`config.mk`:
```
export PLATFORM = sky130hd
export DESIGN_NAME = serial_word_capture
export DESIGN_NICKNAME = d
export VERILOG_FILES = /design/src/rtl/serial_word_capture.sv
export SDC_FILE = /design/constraint.sdc
export NUM_CORES = 1
export LEC_CHECK = 0
export ABC_AREA = 1
export CORE_AREA = 2 2 39 41
export DETAILED_ROUTE_END_ITERATION = 8
export DIE_AREA = 0 0 41 43
export GPL_ROUTABILITY_DRIVEN = 0
export PLACE_DENSITY = 0.7
export SYNTH_ARGS = -nofsm -noshare
export SYNTH_HDL_FRONTEND = slang
export SYNTH_SLANG_ARGS = --single-unit
```
`constraint.sdc`:
```
create_clock -name clk -period 3.2 [get_ports clk]
set_input_delay 0.64 -clock clk [delete_from_list [all_inputs] [get_ports clk]]
set_output_delay 0.64 -clock clk [all_outputs]
set_load 0.03 [all_outputs]
```
`src/rtl/serial_word_capture.sv`:
```
// serial_word_capture: LSB-first serial bit stream into BITS lane registers, word handed off via valid/ready.
// Define SERIAL_WORD_CAPTURE_PARITY_EN to append and check an even-parity bit after each word.
module serial_word_capture #(
    parameter int BITS = 4
) (
    input  logic            clk,
    input  logic            rst_n,
    input  logic            ser_valid,
    input  logic            ser_bit,
    output logic            ser_ready,
    output logic [BITS-1:0] data,
    output logic            data_valid,
    input  logic            data_ready,
    output logic            parity_err
);
    localparam int CNT_W = $clog2(BITS + 1);

    localparam logic [1:0] S_IDLE  = 2'd0;
    localparam logic [1:0] S_SHIFT = 2'd1;
`ifdef SERIAL_WORD_CAPTURE_PARITY_EN
    localparam logic [1:0] S_PAR   = 2'd2;
`endif
    localparam logic [1:0] S_FULL  = 2'd3;

    localparam logic [CNT_W-1:0] CNT_LAST = CNT_W'(BITS - 1);
    localparam logic [CNT_W-1:0] CNT_DONE = CNT_W'(BITS);

    logic [1:0]       state_q, state_d;
    logic [CNT_W-1:0] cnt_q, cnt_d;
    logic             data_valid_q, data_valid_d;
    logic             accept;
    logic             shift_en;

    assign ser_ready  = (state_q != S_FULL);
    assign data_valid = data_valid_q;
    assign accept     = ser_valid && ser_ready;
    assign shift_en   = accept && ((state_q == S_IDLE) || (state_q == S_SHIFT));

`ifdef SERIAL_WORD_CAPTURE_PARITY_EN
    logic parity_err_q, parity_err_d;
    assign parity_err = parity_err_q;
`else
    assign parity_err = 1'b0;
`endif

    always_comb begin
        state_d      = state_q;
        cnt_d        = cnt_q;
        data_valid_d = data_valid_q;
`ifdef SERIAL_WORD_CAPTURE_PARITY_EN
        parity_err_d = 1'b0;
`endif
        case (state_q)
            S_IDLE, S_SHIFT: begin
                if (accept) begin
                    if (cnt_q == CNT_LAST) begin
                        cnt_d = CNT_DONE;
`ifdef SERIAL_WORD_CAPTURE_PARITY_EN
                        state_d = S_PAR;
`else
                        state_d      = S_FULL;
                        data_valid_d = 1'b1;
`endif
                    end else begin
                        cnt_d   = cnt_q + CNT_W'(1);
                        state_d = S_SHIFT;
                    end
                end
            end
`ifdef SERIAL_WORD_CAPTURE_PARITY_EN
            S_PAR: begin
                // Even parity: the lanes plus the parity bit must XOR to zero.
                if (accept) begin
                    if (((^data) ^ ser_bit) == 1'b0) begin
                        state_d      = S_FULL;
                        data_valid_d = 1'b1;
                    end else begin
                        state_d      = S_IDLE;
                        cnt_d        = '0;
                        parity_err_d = 1'b1;
                    end
                end
            end
`endif
            S_FULL: begin
                if (data_valid_q && data_ready) begin
                    state_d      = S_IDLE;
                    cnt_d        = '0;
                    data_valid_d = 1'b0;
                end
            end
            default: begin
                state_d      = S_IDLE;
                cnt_d        = '0;
                data_valid_d = 1'b0;
            end
        endcase
    end

    always_ff @(posedge clk or negedge rst_n) begin
        if (!rst_n) begin
            state_q      <= S_IDLE;
            cnt_q        <= '0;
            data_valid_q <= 1'b0;
        end else begin
            state_q      <= state_d;
            cnt_q        <= cnt_d;
            data_valid_q <= data_valid_d;
        end
    end

`ifdef SERIAL_WORD_CAPTURE_PARITY_EN
    always_ff @(posedge clk or negedge rst_n) begin
        if (!rst_n) begin
            parity_err_q <= 1'b0;
        end else begin
            parity_err_q <= parity_err_d;
        end
    end
`endif

    // One lane per bit; lanes are never cleared between words, only overwritten.
    genvar i;
    generate
        for (i = 0; i < BITS; i = i + 1) begin : g_lane
            logic lane_d;
            logic lane_q;

            always_comb begin
                lane_d = lane_q;
                if (shift_en && (cnt_q == CNT_W'(i))) begin
                    lane_d = ser_bit;
                end
            end

            always_ff @(posedge clk or negedge rst_n) begin
                if (!rst_n) begin
                    lane_q <= 1'b0;
                end else begin
                    lane_q <= lane_d;
                end
            end

            assign data[i] = lane_q;
        end
    endgenerate

`ifdef FORMAL
    a_valid_blocks_serial: assert property (@(posedge clk) disable iff (!rst_n)
        data_valid |-> !ser_ready);
    a_data_held: assert property (@(posedge clk) disable iff (!rst_n)
        (data_valid && !data_ready) |=> ($stable(data) && data_valid));
`endif

endmodule
```
Yosys cells after proc, flatten, opt, wreduce, memory -nomap -nowiden:

Index checks and enable logic that the tools add are counted.

* add/sub/neg operators: 1
* multiply operators: 0
* div/mod/pow operators: 0
* $lt $le $gt $ge: 0
* eq/ne operators: 9
* shift-type cells: 0
* mux-type cells: 12
* bitwise operators: 0
* reduce and logical (&&, ||, !) cells: 13

Operators with widths (number)
* 3-bit 2-to-1 mux: 3
* 2-bit != test (second input constant): 4
* 1-bit logical AND: 7
* 3-bit by 2-bit equality test with 1-bit output (second input constant): 2
* 2-bit 2-to-1 mux: 3
* 3-bit one-hot mux with 2 select lines: 1
* 2-bit one-hot mux with 2 select lines: 1
* 3-bit by 1-bit adder with 3-bit output (second input constant): 1
* 3-bit by 1-bit equality test with 1-bit output (second input constant): 1
* 3-bit zero test: 1
* 1-bit 2-to-1 mux: 3
* 3-bit AND reduction: 1
* 2-bit by 1-bit equality test with 1-bit output (second input constant): 1
* 2-bit equality test (second input constant): 1
* 2-bit zero test: 1
* 1-bit one-hot mux with 2 select lines: 1
* 2-bit AND reduction: 1
* 2-bit OR reduction: 1
* 1-bit logical OR: 1

* bits in registers: 10
* bits in latches: 0
* RAM bits: 0
* bits in read-only memories: 0
* bits of input ports: 5
* memories: 0

Logic depth before layout (Yosys ltp):

Gate-level depths: netlist of the first run.

* depth after elaboration: 4
* depth in mapped cells: 7
* depth with buffers taken out: 7

Worst setup path after synthesis of the first run:

No wires, ideal clock.

* path type: register to output
* from: reg state_q[1]
* to: out ser_ready
* arrival: 0.604 ns
* data required time: 2.560 ns
* setup slack: 1.956 ns
* stages on the path, launching flop included: 2
* path buffers: 0
* cells stage by stage: dfrtp_1 nand2_2

* longest elaborated chain between the ends: 1

Ends and longest elaborated chain
* from (decl): line 28 `logic [1:0] state_q, state_d;`
* from (signal assigned): line 106 `state_q <= state_d;`
* 2-bit != test: line 34 `assign ser_ready = (state_q != S_FULL);`
* to (decl): line 10 `output logic ser_ready,`

Every way passes these cells.

Worst setup path in the final report of the first run:

Ends and elaborated chain as after synthesis.

==> flow_summary.yaml, run 1 <==
power:
  p_comb_share_pct: 50.2
  power_frac_clock_pct: 17.3
  switching_share_pct: 43.1
  powerDensity_nw_per_um2: 953
  switching_power_uw: 291
  power.total_uw: 675
  power_frac_seq_pct: 32.5
  p_leak_uw: 0.000347
  ir_drop_v: 0.000419
  p_int_uw: 384
yosys:
  async_flop_share_pct: 100
  synthTopCellsByArea: "dfrtp_1, ha_1, nand2_1, buf_4, inv_1"
  yosysMostFrequentCell: "nand2_1"
  synth-edff-count: 0
  syn-instance-count: 63
  synthFlopType: "dfrtp_1"
  ys_ff_latch: 10
  yosys-top-cells-count: "nand2_1, dfrtp_1, inv_1, buf_4, ha_1"
  yosys.area.top_type_share_pct: 42.5
  avgSynthCellArea_sq_um: 9.35
  seq_area_frac_synth_pct: 42.5
  syn_nets: 73
  post_synth_num_cell_types: 18
  synth_top_cell_by_area: "dfrtp_1"
  synth_warnings: 0
  syn-cell-area_sq_um: 589
floorplanning:
  dieHeight_um: 43
  die_x_um: 41
  std_cell_rows: 14
  core-area_sq_um: 1380
  initial_utilization_pct: 42.6
  io-pin-count: 12
  dieArea_sq_um: 1760
timing:
  setup_viol: 0
  min_period_over_period_pct: 66.4
  setup_tns_ns: 0
  finalHoldViolations: 0
  period_needed_ns: 2.12
  finClkSkew_ns: 0.00639
  rsz0062_at_grt: "no"
  drv_slew: 0
  fmax_mhz: 471
routing:
  maxUsedRoutingLayer: "met4"
  post_drt_wl_per_cell_um: 10.5
  finalWirelength_um: 927
  drc: 0
  wl_met3_um: 48
  wl_met1_um: 413
  ant_nets: 0
  vias_per_cell: 4.64
  dr.first_iter.drc_count: 1
  via_count: 408
  met2_length_um: 411
  dr.pass1.iters: 4
setup_path:
  endpoint_kind: "primary output"
  crit_fanout: 4
  cpMaxStageDelayCell: "clkdlybuf4s50_1"
  required_ns: 2.56
  r2r_slack_ns: 1.90
  crit_type: "reg -> out"
  crit_chain: "nand2_2 -> clkdlybuf4s50_1"
  start_kind: "flop"
  cp_top_family: "buffers and inverters"
  cp_data_arrival_time_ns: 1.48
  crit_buf_inv: 1
  cp_slowest_stage_delay_ns: 0.66
run:
  maxCapViolations: 0
clocking:
  cts_buffer_depth: 2
  worst_skew_pair.late_latency_ns: 0.28
  numCtsBuffers: 3
  cts_num_sinks: 10
  clockRootBuffer: "clkbuf_4"
  htreeDepth: 1
  cts_resized: 0
  cts_hold_buffers: 0
  cts_tree: "built"
  post-cts-setup-buffer-count: 0
  clk_pin_slew_ns: 0.06
final_layout:
  insertedDiodeCount: 0
  layout.nets: 83
  area_growth_pct: 20.2
  drive_gt1_share_pct: 23.6
global_routing:
  grt_max_degree: 11
  grt_pass1_wl_um: 1560
  track_usage_pct: 14.1
  grt.overflow.total: 0
  antenna_found_initial: 0
  grt_pass1_vias: 389
place:
  place_hpwl_um: 721
  port_buffers: 10
status:
  outcome: "finished clean"
min_path:
  holdCritPathClass: "reg -> reg"
cells by family after synthesis:
group | count (synthesis) | synth area share [%]
AO/OA/AOI/OAI | 8 | 8.92
adder cells (fa/ha/maj) | 5 | 10.6
buffers and inverters | 15 | 13.0
flip-flops | 10 | 42.5
other | 1 | 0.636
AND/OR/NAND/NOR | 24 | 24.4
worst register-to-register path: stages, from the launching register on:
cell and delay [ns]:
dfrtp_1 0.42, ha_1 0.22, ha_1 0.19, nor2_1 0.18
nand2_1 0.10, o21ai_2 0.13
power groups by stage:
stage / registers [uW] / clock network (uW) / logic [uW]
final: 219 / 117 / 339
after global routing: 227 / 123 / 376
after CTS: 219 / 118 / 343
after detailed placement: 222 / 0 / 342
after global placement: 220 / 0 / 335
after floorplan: 223 / 0 / 267
stage by stage:
| stage | hold slack [ns] | setup WS [ns] | cells | cell area (sq um) | utilization, % |
|---|---|---|---|---|---|
| 6_report | 0.495 | 1.08 | 88 | 708 | 51.2 |
| 3_5_place_dp | 0.482 | 1.36 | 84 | 672 | 48.6 |
| 3_3_place_gp | 0.472 | 1.38 | 84 | 672 | 48.6 |
| 2_1_floorplan | 0.344 | 1.96 | 63 | 589 | - |
| 5_1_grt | 0.523 | 1.03 | 88 | 708 | 51.2 |
| 4_1_cts | 0.499 | 1.07 | 88 | 708 | 51.2 |
worst paths after layout:
check                                               end                   start  depth (start not counted)
min in group asynchronous  g_lane[2].lane_q$_DFFE_PN0P_                   rst_n                          1
max reg2reg                        cnt_q[0]$_DFFE_PN0P_    cnt_q[0]$_DFFE_PN0P_                          5
min reg2reg                        cnt_q[2]$_DFFE_PN0P_    cnt_q[2]$_DFFE_PN0P_                          2
min                                cnt_q[2]$_DFFE_PN0P_    cnt_q[2]$_DFFE_PN0P_                          2
max in group asynchronous          cnt_q[0]$_DFFE_PN0P_                   rst_n                          1
max                                           ser_ready  state_q[1]$_DFFE_PN0P_                          2
metal layers:
layer | up-vias | GRT usage (%)
li1 | 208 | -
met1 | 181 | 17.8
met2 | 12 | 18.4
met3 | 7 | 3.14
met4 | 0 | 14.0
met5 | - | 0
layout by cell type (no fill, tap or decap), drive strengths merged:
cell and n:
o21ai 7, clkbuf 4, nor2 2, clkinv 1
ha 5, nand3 4, dfrtp 10, nand2 18
o22ai 1, clkdlybuf4s50 10, inv 9, conb 1
registers in the layout, summed over array words and instances, names as in the netlist:
| signal | flops |
|---|---|
| g_lane.lane_q | 4 |
| state_q | 2 |
| data_valid | 1 |
| cnt_q | 3 |
layout make-up:
class | instances | area, sq um
Inverter | 10 | 38.8
Fill cell | 128 | 676
Tap cell | 16 | 20.0
Sequential cell | 10 | 250
Clock buffer | 4 | 36.3
Timing Repair Buffer | 10 | 100
Multi-Input combinational cell | 38 | 263
No activity file was read; power rests on OpenSTA's default activity.
==> inputs of run 2 (changes only) <==
--- a/config.mk
+++ b/config.mk
@@ -6,11 +6,11 @@
 export NUM_CORES = 1
 export LEC_CHECK = 0
 export ABC_AREA = 1
-export CORE_AREA = 2 2 39 41
+export CORE_MARGIN = 2
+export CORE_UTILIZATION = 43
 export DETAILED_ROUTE_END_ITERATION = 8
-export DIE_AREA = 0 0 41 43
 export GPL_ROUTABILITY_DRIVEN = 0
-export PLACE_DENSITY = 0.7
+export PLACE_DENSITY = 0.71
 export SYNTH_ARGS = -nofsm -noshare
 export SYNTH_HDL_FRONTEND = slang
 export SYNTH_SLANG_ARGS = --single-unit
==> constraint.sdc (replaced) <==
create_clock -name clk -period 1.8 [get_ports clk]
set_input_delay 0.36 -clock clk [delete_from_list [all_inputs] [get_ports clk]]
set_output_delay 0.36 -clock clk [all_outputs]
set_load 0.03 [all_outputs]
==> run 2 against run 1 <==
Hold slack lost 0.086 ns; clock power grew 72%; critical endpoint is now data_valid; sequential share of layout area grew 0.13 points; highest routed layer unchanged.
==> flow_summary.yaml, run 2 (synthesis results as in run 1) <==
clocking:
  cts_hold_buffers: 0
  clk_pin_slew_ns: 0.07
  cts_num_sinks: 10
  cts_buffer_depth: 2
  post-cts-setup-buffer-count: 0
  htreeDepth: 1
  worst_skew_pair.late_latency_ns: 0.26
  cts_resized: 1
  numCtsBuffers: 3
  clockRootBuffer: "clkbuf_4"
  cts_tree: "built"
timing:
  rsz0062_at_grt: "no"
  finClkSkew_ns: 0.00403
  drv_slew: 0
  setup_tns_ns: 0
  period_needed_ns: 1.67
  min_period_over_period_pct: 92.5
  hold_slack_ns: 0.409
  finalHoldViolations: 0
  fmax_mhz: 600
  setup_viol: 0
global_routing:
  grt_pass1_wl_um: 1390
  antenna_found_initial: 0
  grt.overflow.total: 0
  track_usage_pct: 13.4
  grt_max_degree: 11
  grt_pass1_vias: 339
setup_path:
  endpoint_kind: "primary output"
  cp_data_arrival_time_ns: 1.31
  cp_slowest_stage_delay_ns: 0.67
  cpMaxStageDelayCell: "clkdlybuf4s50_1"
  required_ns: 1.44
  crit_chain: "clkdlybuf4s50_1"
  crit_fanout: 3
  crit_buf_inv: 1
  start_kind: "flop"
  cp_top_family: "buffers and inverters"
  crit_type: "reg -> out"
final_layout:
  layout_common_cells: "nand2_1, dfrtp_1, clkdlybuf4s50_1"
  insertedDiodeCount: 0
  drive_gt1_share_pct: 23.6
  fillCellCount: 124
  layout.nets: 83
  reg_top3: "g_lane.lane_q x4, cnt_q x3, state_q x2"
  largest_register_ffs: 4
  final_common_cell: "nand2_1"
  regMostFlops: "g_lane.lane_q"
  ff_latch_area_sq_um: 250
  area_growth_pct: 19.7
  multi_input_area_sq_um: 263
  final_cell_count_no_fill: 87
routing:
  met2_length_um: 411
  post_drt_wl_per_cell_um: 9.68
  dr.pass1.iters: 2
  drc: 0
  via_count: 392
  wl_met1_um: 387
  vias_per_cell: 4.51
  finalWirelength_um: 842
  wl_met3_um: 31
  dr.first_iter.drc_count: 4
  ant_nets: 0
  maxUsedRoutingLayer: "met4"
power:
  p_leak_uw: 0.000346
  powerDensity_nw_per_um2: 1670
  ir_drop_v: 0.000749
place:
  port_buffers: 10
  place_inst: 83
  place_hpwl_um: 683
run:
  maxCapViolations: 0
floorplanning:
  dieHeight_um: 41.0
  core-area_sq_um: 1280
  die_x_um: 41.0
  io-pin-count: 12
  std_cell_rows: 13
  dieArea_sq_um: 1680
  initial_utilization_pct: 45.9
min_path:
  holdCritPathClass: "in -> async"
status:
  outcome: "finished clean"
==> run 2: cell count changes in the layout (fill, tap and decap cells not counted), sizes merged <==
cell,before,now
dlygate4sd2,0,1
clkdlybuf4s50,10,9
==> run 2: stage by stage <==
| stage | total power [uW] | cell area [sq um] | utilization [%] | setup WS [ns] |
|---|---|---|---|---|
| 2_1_floorplan | 871 | 589 | - | 0.605 |
| 3_3_place_gp | 986 | 671 | 52.2 | 0.261 |
| 3_5_place_dp | 994 | 671 | 52.2 | 0.239 |
| 4_1_cts | 1200 | 706 | 54.9 | 0.112 |
| 5_1_grt | 1280 | 706 | 54.9 | 0.0715 |
| 6_report | 1180 | 706 | 54.9 | 0.135 |
==> run 2: path summary, 6_finish.rpt <==
check / from / end / slack [ns] / depth (start not counted)
max: data_valid$_DFFE_PN0P_ / data_valid / 0.13 / 1
min: rst_n / cnt_q[1]$_DFFE_PN0P_ / 0.41 / 1
max reg2reg: cnt_q[0]$_DFFE_PN0P_ / cnt_q[0]$_DFFE_PN0P_ / 0.49 / 5
min reg2reg: g_lane[0].lane_q$_DFFE_PN0P_ / g_lane[0].lane_q$_DFFE_PN0P_ / 0.48 / 2
max in group asynchronous: rst_n / cnt_q[2]$_DFFE_PN0P_ / 1.08 / 1
min in group clk: g_lane[0].lane_q$_DFFE_PN0P_ / g_lane[0].lane_q$_DFFE_PN0P_ / 0.48 / 2
==> run 2: layout make-up <==
type,instances,area share (%)
Clock buffer,4,5.14
Inverter,10,5.50
Multi-Input combinational cell,38,37.2
Sequential cell,10,35.5
Tap cell,15,2.66
Timing Repair Buffer,10,14.0
==> run 2: routing by layer <==
metal / GRT usage, % / vias to the layer above
met4: 10.0 / 0
met1: 16.5 / 174
met2: 19.9 / 6
met5: 0 / -
li1: - / 210
met3: 3.26 / 2
==> run 2: report_power, final <==
part           internal (uW)  switching, uW
registers                316           72.0
logic                    238            349
clock network            123           78.0
total                    677            499
==> RTL edit 1, RTL diff (settings of run 1) <==
Set the parameter `BITS` to 2 (it was 4).
--- a/src/rtl/serial_word_capture.sv
+++ b/src/rtl/serial_word_capture.sv
@@ -3,3 +3,3 @@
 module serial_word_capture #(
-    parameter int BITS = 4
+    parameter int BITS = 2
 ) (
Interface: changed (resized data); port bits go from 12 to 10. No check against the original RTL was run, so the function may have changed too.
==> RTL edit 1 against run 1 <==
- wire length down 38%
- setup slack improved by 0.097 ns
- total power fell by 38%
- sequential share of layout area grew 3.0 points
- largest power group unchanged
- final area down 36%
- core utilization down 18 points
- sequential cell count decreased by 3
- synthesized area down 40%
- largest cell class is now sequential cells
- combinational power shrank 45%
==> RTL edit 1: results (changes against run 1) <==
| Metric | Value |
|---|---|
| Synth top area cells | dfrtp_1, nand2_1, inv_1, ha_1, buf_4 |
| Maximum vdd drop | 0.1999 mV (-52%) |
| CP peak stage delay | 0.66 ns (about the same) |
| Leak Pwr | 0.2472 nW (-29%) |
| Fillers | 151 (+18%) |
| Vias in the first global route | 256 (-34%) |
| Unique masters post-synth | 9 (-9) |
| Count of input and output buffers | 8 (-2) |
| All-Layer GR Usage | 8.788% (-5.4 points) |
| Worst Path Max Fanout | 4 (unchanged) |
| Top post-synthesis cells by count | nand2_1, dfrtp_1, inv_1 |
| Vias per cell | 3.886 (-16%) |
| Prevailing post-synth register cell | dfrtp_1 |
| Hpwl dp | 443.1 um (-39%) |
| Resized Gates After CTS | 0 (unchanged) |
| Clock Latency Late Sink | 0.25 ns (-0.03 ns) |
| Root Buffer | clkbuf_4 |
| CTS buffer count | 3 (unchanged) |
| Skew final | 0.005962 ns (-0.0004244 ns) |
| Worst path slowest cell | clkdlybuf4s50_1 |
| Switch Pwr | 0.1646 mW (-43%) |
| Hold Path Class | flip-flop to flip-flop |
| Largest net degree at the start of global routing | 8 (-3) |
| Status | complete, no violations |
| Initial DRT Pass Iterations | 2 (-2) |
| Post-Syn Nets | 52 (-29%) |
| Dpl ws | 1.425 ns (+0.06496 ns) |
| Ant diodes | 0 (unchanged) |
| Share of layout cells above drive strength 1 | 5.556% (-18 points) |
| Final #Nets | 62 (-25%) |
| Htree depth | 1 (unchanged) |
| Reg clk slew, reported paths | 0.05 ns |
| First-pass GRT wire length | 993 um (-36%) |
| Initial antenna violation count | 0 (unchanged) |
| CTS max path bufs | 2 (unchanged) |
| Top Registers | cnt_q: 2 flops, g_lane.lane_q: 2 flops, state_q: 2 flops |
| Sequential area share after synthesis | 49.65% (+7.2 points) |
| Routed WL per cell | 8.200 um (-22%) |
| Iter 0 DRT Violations | 2 (+1) |
| Yosys warning total | 0 (unchanged) |
| Fraction of registers with async set/reset | 100.0% (unchanged) |
| Critical path arrival | 1.39 ns (-0.09 ns) |
| Post-CTS Setup Bufs | 0 (unchanged) |
## RTL edit 1: cell count changes after synthesis, moves of 2 or more
cell / run 1 / this run
buf_4: 5 / 3
dfrtp_1: 10 / 7
ha_1: 5 / 2
nand2_1: 11 / 19
nand2_2: 4 / 0
nand2_4: 2 / 0
nand3_1: 4 / 2
o21ai_2: 3 / 0
## RTL edit 1: layer usage
layer,global-route usage (%),part of all wire [%],up-vias
met5,0,0,-
met3,3.141,5.9,0
met4,8.000,0,0
met1,9.836,42,120
li1,-,-,147
met2,12.19,52,5
## RTL edit 1: stage by stage
stage          utilization [%]  hold slack, ns  instances  total power [mW]  cell area [sq um]
6_report                 33.00          0.4766         70            0.4158              456.7
5_1_grt                  33.00          0.5136         70            0.4579              456.7
4_1_cts                  33.00          0.4759         70            0.4247              456.7
3_5_place_dp             31.10          0.4643         66            0.3423              430.4
3_3_place_gp             31.10          0.4545         66            0.3392              430.4
2_1_floorplan                -          0.3444         45            0.2932              352.8
## RTL edit 1: critical path: cells and delay by family (launching register included)
family                 cells  cell delay, ns
buffers and inverters      1            0.66
DFF                        1            0.39
and+or+nand+nor            1            0.09
## RTL edit 1: final cells by class
type / instances / area share (%)
multi-input cells: 28 / 28.22
repair buffers: 8 / 17.53
well taps: 16 / 4.384
clock buffers: 4 / 5.753
inverters: 7 / 5.753
flip-flops and latches: 7 / 38.36
## RTL edit 1: power by group through the flow
stage	clock network, mW	logic [mW]	registers [mW]
2_1_floorplan	0	0.132	0.161
3_3_place_gp	0	0.187	0.152
3_5_place_dp	0	0.188	0.154
4_1_cts	0.0811	0.190	0.154
5_1_grt	0.0864	0.214	0.158
6_report	0.0770	0.186	0.153
## RTL edit 1: kinds of logic (layout without fill, tap and decap cells)
group	count (synthesis)	in the layout	synth area share (%)
and+or+nand+nor	22	22	24.11
buffers and inverters	10	19	13.83
DFF	7	7	49.65
AOI/OAI and AO/OA	3	3	4.254
adders and majority gates	2	2	7.091
other	1	1	1.063
## RTL edit 1: path summary, 6_finish.rpt
check	depth (start not counted)	from	to	slack (ns)
max in group asynchronous	1	rst_n	state_q[1]	2.30
worst max-delay path	2	state_q[1]	ser_ready	1.17
worst min-delay path	2	cnt_q[1]	cnt_q[1]	0.48
min in group asynchronous	1	rst_n	data_valid	0.65
worst max register to register	4	state_q[1]	g_lane[1].lane_q	2.18
worst min register to register	2	cnt_q[1]	cnt_q[1]	0.48
==> RTL edit 2, RTL diff (settings of run 1) <==
Made on the original files. Build with the macro `SERIAL_WORD_CAPTURE_PARITY_EN` defined.
--- a/src/rtl/serial_word_capture.sv
+++ b/src/rtl/serial_word_capture.sv
@@ -2,2 +2,4 @@
 // Define SERIAL_WORD_CAPTURE_PARITY_EN to append and check an even-parity bit after each word.
+`define SERIAL_WORD_CAPTURE_PARITY_EN
+
 module serial_word_capture #(
Formal check against the unedited RTL: not equivalent (Yosys sat finds a counterexample within 10 cycles, from zero or initial values and one cycle with rst_n low).
==> RTL edit 2 against run 1 <==
- total power increased by 27%
- final area increased by 18%
- die area unchanged
- setup slack got worse by 0.038 ns
- sequential cell count increased by 1
- wire length increased by 34%
- synthesized area increased by 20%
- sequential share of layout area decreased by 2.3 points
- largest cell class unchanged
==> RTL edit 2: results (changes against run 1) <==
| Metric | Value |
|---|---|
| Post-Syn Nets | 104 (+42%) |
| Cell count after synthesis | 94 (+49%) |
| Hpwl dp | 977.7 um (+36%) |
| Critical path arrival | 1.52 ns (+0.04 ns) |
| Ant diodes | 0 (unchanged) |
| Skew final | 0.002941 ns (-0.003446 ns) |
| Unique masters post-synth | 17 (-1) |
| Synth top area cells | dfrtp_1, nand2_1, ha_1, nand3_1, inv_1 |
| Dpl ws | 1.252 ns (-0.1082 ns) |
| Sequential area share after synthesis | 38.94% (-3.5 points) |
| Top post-synthesis cells by count | nand2_1, dfrtp_1, nand3_1 |
| Yosys warning total | 0 (unchanged) |
| First-pass GRT wire length | 2.056 mm (+32%) |
| Initial DRT Pass Iterations | 2 (-2) |
| All-Layer GR Usage | 17.66% (+3.5 points) |
| Hold Crit Start | cnt_q[2] |
| Share of layout cells above drive strength 1 | 11.43% (-12 points) |
| Routed WL per cell | 10.29 um (-2.3%) |
| Largest net degree at the start of global routing | 12 (+1) |
| Worst Path Max Fanout | 6 (+2) |
| Via count | 582 (+43%) |
| Reg clk slew, reported paths | 0.07 ns |
| Reg-to-reg startpoint | cnt_q[0] |
| Root Buffer | clkbuf_4 |
| WS Path Type | flip-flop to primary output |
| Fillers | 139 (+8.6%) |
| Status | complete, no violations |
| Iter 0 DRT Violations | 5 (+4) |
| Count of input and output buffers | 11 (+1) |
| Post-DP Area | 807.0 sq um (+20%) |
| Prevailing post-synth register cell | dfrtp_1 |
| Leak Pwr | 0.4343 nW (+25%) |
| CTS buffer count | 3 (unchanged) |
| Worst slew pin tran | 0.4807 ns |
| Fin util | 60.22% (+9.0 points) |
| Maximum vdd drop | 0.3784 mV (-9.7%) |
| Non-Filler Instances | 121 (+38%) |
| Vias in the first global route | 530 (+36%) |
-- RTL edit 2: cells by family after synthesis --
logic type	Yosys count	share of synthesized area [%]
buf+inv	17	11.15
fa+ha+maj	5	8.850
compound gates	6	4.247
flops	11	38.94
simple gates	53	34.34
xor+xnor	2	2.478
-- RTL edit 2: cell type report --
type                    count  area share, %
multi-input cells          66          42.34
flip-flops and latches     11          33.03
repair buffers             11          13.21
inverters                  13          5.856
clock buffers               4          3.153
well taps                  16          2.402
-- RTL edit 2: critical path, stage by stage (launching register included) --
cell and delay, ns:
dfrtp_1 0.46, nand2_2 0.12, clkdlybuf4s50_1 0.67
-- RTL edit 2: power breakdown --
| group | internal, mW | leakage [nW] | total, mW | switching (mW) |
|---|---|---|---|---|
| Combinational | 0.197 | 0.281 | 0.490 | 0.293 |
| Clock | 0.0484 | 0.0150 | 0.0997 | 0.0513 |
| Sequential | 0.202 | 0.138 | 0.270 | 0.0677 |
| Total | 0.447 | 0.434 | 0.860 | 0.412 |
-- RTL edit 2: worst paths after layout --
| kind | cells past startpoint | slack (ns) | end |
|---|---|---|---|
| worst min-delay path | 2 | 0.50 | cnt_q[2] |
| worst min register to register | 2 | 0.50 | cnt_q[2] |
| worst max-delay path | 2 | 1.04 | ser_ready |
| worst max register to register | 6 | 1.73 | cnt_q[0] |
| min in group asynchronous | 1 | 0.69 | g_lane[0].lane_q |
| max in group asynchronous | 1 | 2.19 | cnt_q[2] |
-- RTL edit 2: layer usage --
layer	global-route usage, %	vias to the layer above	share of wire, %
li1	-	312	-
met1	22.33	257	47
met2	25.94	8	47
met3	3.141	5	2.7
met4	12.00	0	3.0
met5	0	-	0
